===== src/rtl/mips_pkg.sv =====
// mips_pkg: shared decoder constants, ALUOp encoding and HI/LO divider state encoding.
package mips_pkg;
    localparam logic [5:0] R_FORMAT = 6'd0;
    localparam logic [5:0] FN_DIVU  = 6'd27;
    localparam logic [5:0] FN_MFHI  = 6'h10;
    localparam logic [5:0] FN_MTHI  = 6'h11;
    localparam logic [5:0] FN_MFLO  = 6'h12;
    localparam logic [5:0] FN_MTLO  = 6'h13;
    typedef enum logic [1:0] {
        ALU_ADD   = 2'b00,
        ALU_SUB   = 2'b01,
        ALU_RTYPE = 2'b10
    } alu_op_t;
    typedef enum logic {
        IDLE = 1'b0,
        RUN  = 1'b1
    } div_state_t;
endpackage


===== src/rtl/divu_step.sv =====
// divu_step: one restoring-division iteration, shift {rem,quo} left and conditionally subtract.
module divu_step #(
    parameter int WIDTH = 32
) (
    input  logic [WIDTH-1:0] rem,
    input  logic [WIDTH-1:0] quo,
    input  logic [WIDTH-1:0] divisor,
    output logic [WIDTH-1:0] rem_next,
    output logic [WIDTH-1:0] quo_next
);
    logic [WIDTH:0] shifted;
    logic [WIDTH:0] diff;
    logic           ge;
    // One extra bit keeps the shifted-out MSB so the compare never loses it.
    assign shifted  = {rem, quo[WIDTH-1]};
    assign diff     = shifted - {1'b0, divisor};
    assign ge       = shifted >= {1'b0, divisor};
    assign rem_next = ge ? diff[WIDTH-1:0] : shifted[WIDTH-1:0];
    assign quo_next = {quo[WIDTH-2:0], ge};
endmodule


===== src/rtl/hilo_divu_unit.sv =====
// hilo_divu_unit: multicycle unsigned divider with HI/LO registers and EX-stage stall.
// Define HILO_EARLY_TERM_EN to finish dividend<divisor cases in the start cycle.
module hilo_divu_unit
    import mips_pkg::*;
#(
    parameter int WIDTH = 32,
    parameter int CNT_W = 6
) (
    input  logic             clk,
    input  logic             rst_n,
    input  logic             start,
    input  logic [WIDTH-1:0] dividend,
    input  logic [WIDTH-1:0] divisor,
    input  logic             mf_req,
    input  logic             mt_hi,
    input  logic             mt_lo,
    input  logic [WIDTH-1:0] mt_data,
    output logic [WIDTH-1:0] hi,
    output logic [WIDTH-1:0] lo,
    output logic             busy,
    output logic             done,
    output logic             stall,
    output logic             div_by_zero
);
    div_state_t       state;
    logic [WIDTH-1:0] rem, quo, dvs, rem_n, quo_n;
    logic [CNT_W-1:0] cnt;
    logic             zero, early;

    divu_step #(.WIDTH(WIDTH)) u_step (
        .rem      (rem),
        .quo      (quo),
        .divisor  (dvs),
        .rem_next (rem_n),
        .quo_next (quo_n)
    );

    assign zero  = divisor == '0;
    assign stall = mf_req & busy;
`ifdef HILO_EARLY_TERM_EN
    assign early = !zero && (dividend < divisor);
`else
    assign early = 1'b0;
`endif

    always_ff @(posedge clk or negedge rst_n) begin
        if (!rst_n) begin
            state       <= IDLE;
            rem         <= '0;
            quo         <= '0;
            dvs         <= '0;
            cnt         <= '0;
            hi          <= '0;
            lo          <= '0;
            busy        <= 1'b0;
            done        <= 1'b0;
            div_by_zero <= 1'b0;
        end else begin
            done <= 1'b0;
            if (start) begin
                // A new divu always wins, aborting any division in flight.
                div_by_zero <= zero;
                if (zero || early) begin
                    hi    <= dividend;
                    lo    <= zero ? '1 : '0;
                    done  <= 1'b1;
                    busy  <= 1'b0;
                    state <= IDLE;
                end else begin
                    rem   <= '0;
                    quo   <= dividend;
                    dvs   <= divisor;
                    cnt   <= '0;
                    busy  <= 1'b1;
                    state <= RUN;
                end
            end else if (state == RUN) begin
                rem <= rem_n;
                quo <= quo_n;
                cnt <= cnt + 1'b1;
                if (cnt == CNT_W'(WIDTH - 1)) begin
                    hi    <= rem_n;
                    lo    <= quo_n;
                    busy  <= 1'b0;
                    done  <= 1'b1;
                    state <= IDLE;
                end
            end else begin
                if (mt_hi) hi <= mt_data;
                if (mt_lo) lo <= mt_data;
            end
        end
    end
endmodule


===== config.mk =====
export PLATFORM = sky130hd
export DESIGN_NAME = hilo_divu_unit
export DESIGN_NICKNAME = d
export VERILOG_FILES = /design/src/rtl/mips_pkg.sv /design/src/rtl/divu_step.sv /design/src/rtl/hilo_divu_unit.sv
export SDC_FILE = /design/constraint.sdc
export NUM_CORES = 1
export LEC_CHECK = 0
export ABC_CLOCK_PERIOD_IN_PS = 4200
export BUFFER_PORTS_ARGS = -buffer_cell sky130_fd_sc_hd__buf_2
export CAP_MARGIN = 15
export CELL_PAD_IN_SITES_DETAIL_PLACEMENT = 0
export CELL_PAD_IN_SITES_GLOBAL_PLACEMENT = 1
export CORE_MARGIN = 4
export CORE_UTILIZATION = 35
export DETAILED_ROUTE_END_ITERATION = 10
export GPL_TIMING_DRIVEN = 0
export MAX_ROUTING_LAYER = met4
export PLACE_DENSITY = 0.75
export SLEW_MARGIN = 20
export SYNTH_ARGS = -nofsm -noshare
export SYNTH_HDL_FRONTEND = slang
export SYNTH_SLANG_ARGS = --single-unit

===== constraint.sdc =====
create_clock -name clk -period 4.2 [get_ports clk]
set_input_delay 0.84 -clock clk [delete_from_list [all_inputs] [get_ports clk]]
set_output_delay 0.84 -clock clk [all_outputs]
set_load 0.005 [all_outputs]

==> impl_metrics.json <==
{
  "cts_buffers": 17,
  "gp_congestion": 0.8693,
  "ios": 170,
  "setup_violations": 0,
  "clkTransAtPathRegs_ns": 0.09,
  "drc": 0,
  "ff2ff_path_depth": 12,
  "postRouteAntennaNets": 0,
  "ctsResizeCount": 0,
  "placed_cell_area_sq_um": 11200,
  "ys_seq_area_frac": 0.4320,
  "htreeDepth": 4,
  "r2r-start": "dvs[1]$_DFFE_PN0P_",
  "crit_type": "primary input to register",
  "layout_common_cells": "nand2_1 (183), buf_2 (174), dfrtp_1 (170), o21ai_0 (133), mux2i_1 (65)",
  "synth_warnings": 0,
  "dr.first_iter.drc_count": 545,
  "synth_area_leaders": "dfrtp_1 (43%), nand2_1 (7.0%), o21ai_0 (6.8%)",
  "ctsHoldBuffers": 0,
  "rows": 61,
  "vdd_drop_max_mv": 0.1838,
  "grt_pass1_vias": 8993,
  "holdCritPathClass": "primary input to asynchronous set/reset pin",
  "relSlewSlack": 0.4058,
  "final-seq-area_sq_um": 4254,
  "syn_avg_cell_area_sq_um": 8.646,
  "post-cts-setup-buffers": 0,
  "synth_area_sq_um": 9848,
  "leakage_nw": 5.582,
  "syn-num-nets": 1275,
  "nFillCells": 2881,
  "powerDensity_nw_per_um2": 382.6,
  "synth_seq_cells": 170,
  "grt_max_degree": 92,
  "synthToLayoutAreaGrowth_pct": 19.91,
  "fin_area_sq_um": 11810,
  "start_util": 0.3545,
  "end_kind": "register",
  "setup_tns_ns": 0,
  "wl_per_cell_um": 18.74,
  "clock-sinks": 170,
  "core-area_sq_um": 27780,
  "cap_violations": 0,
  "antenna_found_initial": 0,
  "fin_nets": 1464,
  "finalHoldViolCount": 0,
  "drt_first_pass_iters": 5,
  "die-area_sq_um": 30880,
  "synth_ff_type": "dfrtp_1",
  "total_power_w": 0.004517,
  "grt-ovfl-total": 0,
  "multi_input_area_sq_um": 5132,
  "critPathMaxFanout": 10,
  "portBuffers": 169,
  "worstPathRequired_ns": 4.55,
  "r2r-end": "hi[24]$_DFFE_PN0P_",
  "startpoint_type": "primary input",
  "max_freq_ghz": 0.2727,
  "clock_latency_ns": 0.44,
  "period_share": 0.8732,
  "synth_enable_flop_cells": 0,
  "period_minus_slack_ns": 3.668,
  "status": "finished clean",
  "rrSetupSlack_ns": 0.68,
  "clockBufferDepth": 2,
  "die_h_um": 175.7,
  "grt_setup_unrepaired": "no",
  "grt_usage": 0.2137,
  "layout_commonest_cell": "nand2_1",
  "die-width_um": 175.7,
  "drt-total-wl_um": 32220,
  "synth_top_cell_area_share": 0.4320,
  "drive_gt1_frac": 0.1670,
  "synth_top_area_cell": "dfrtp_1",
  "synthDistinctLibCells": 56,
  "antenna_cells": 0,
  "dp_hpwl_um": 25280,
  "tightestPinTransition_ns": 0.8853,
  "cts_tree": "done",
  "arrival_ns": 4.02,
  "grt_pass1_wl_um": 50430,
  "cts_root_buffer": "clkbuf_16",
  "routed_via_density": 5.252,
  "via_count": 9029,
  "drv_slew": 0,
  "syn-instance-count": 1139,
  "finClkSkew_ns": 0.01447,
  "async_flop_share": 1.000
}
## sequential cells by signal, indices dropped and copies added (netlist names)
signal	flops
quo	32
lo	32
done	1
busy	1
hi	32
rem	32
dvs	32
cnt	6
state	1
div_by_zero	1
## layer usage
metal	vias up	wire length, um	GRT usage
li1	4404	-	-
met3	39	1279	0.02626
met1	4375	14760	0.2854
met2	211	15430	0.3438
met4	0	750	0.06270
met5	-	0	-
## report_power, final
| part | switching [W] | internal, W |
|---|---|---|
| Combinational | 0.000561 | 0.000377 |
| Sequential | 0.000124 | 0.00183 |
| Clock | 0.000818 | 0.000809 |
## through the flow
stage	setup slack [ns]	hold WS (ns)	utilization	cells
finish	0.5325	0.4167	0.4251	1719
global placement	-0.5489	0.4598	0.4020	1686
floorplan	1.450	0.4497	-	1139
global route	0.2077	0.4607	0.4251	1719
detailed placement	0.1130	0.4658	0.4033	1687
CTS	0.5691	0.4347	0.4251	1719
## Yosys cell counts, drive strengths merged, types with 2 or more instances
cell / number
inv: 50
nor2b: 35
a21o: 20
o211ai: 13
and2: 6
o21ai: 165
mux2i: 65
buf: 10
o21a: 8
nand2: 184
or3: 13
nand3: 26
clkbuf: 60
nor3: 13
nand2b: 7
a211o: 3
o21bai: 4
and3: 15
nor2: 52
nor4: 8
ha: 33
a221oi: 2
or2: 6
xor2: 3
xnor2: 16
a211oi: 36
o31ai: 4
o211a: 2
mux2: 3
nand4: 6
dfrtp: 170
a31oi: 34
a21oi: 51
## layout make-up
class                   instances  share of cell area
multi-input cells             849              0.4346
plain buffers                  70             0.02320
clock inverters                14             0.01483
well taps                     378             0.04005
inverters                      50             0.01589
clock buffers                  18             0.03634
repair buffers                170             0.07480
flip-flops and latches        170              0.3602
## worst max path at each step
| stage | end | from | cells past startpoint | slack [ns] |
|---|---|---|---|---|
| floorplan | hi[13]$_DFFE_PN0P_ | rem[0]$_DFFE_PN0P_ | 11 | 1.45 |
| global placement | dvs[7]$_DFFE_PN0P_ | rst_n | 1 | -0.55 |
| detailed placement | quo[26]$_DFFE_PN0P_ | divisor[0] | 8 | 0.11 |
| CTS | quo[30]$_DFFE_PN0P_ | divisor[0] | 9 | 0.57 |
| global route | quo[27]$_DFFE_PN0P_ | divisor[0] | 8 | 0.21 |
| finish | quo[30]$_DFFE_PN0P_ | divisor[0] | 9 | 0.53 |
## kinds of logic after synthesis
family | after synthesis | share of synthesized area
buffers and inverters | 120 | 0.04688
AO/OA/AOI/OAI | 354 | 0.2171
AND/OR/NAND/NOR | 374 | 0.1737
flip-flops | 170 | 0.4320
XOR/XNOR | 19 | 0.01690
adder cells (fa/ha/maj) | 34 | 0.04396
multiplexers | 68 | 0.06949
## worst max-delay path, cell delays in order
cell	delay, ns
buf_2	0.12
nor4_1	0.42
nand4_1	0.27
o21ai_1	0.76
inv_2	0.16
nor2_1	0.67
clkbuf_1	0.56
nand2_1	0.11
o21ai_0	0.09
Note: power is estimated with default switching activity, not from simulation.
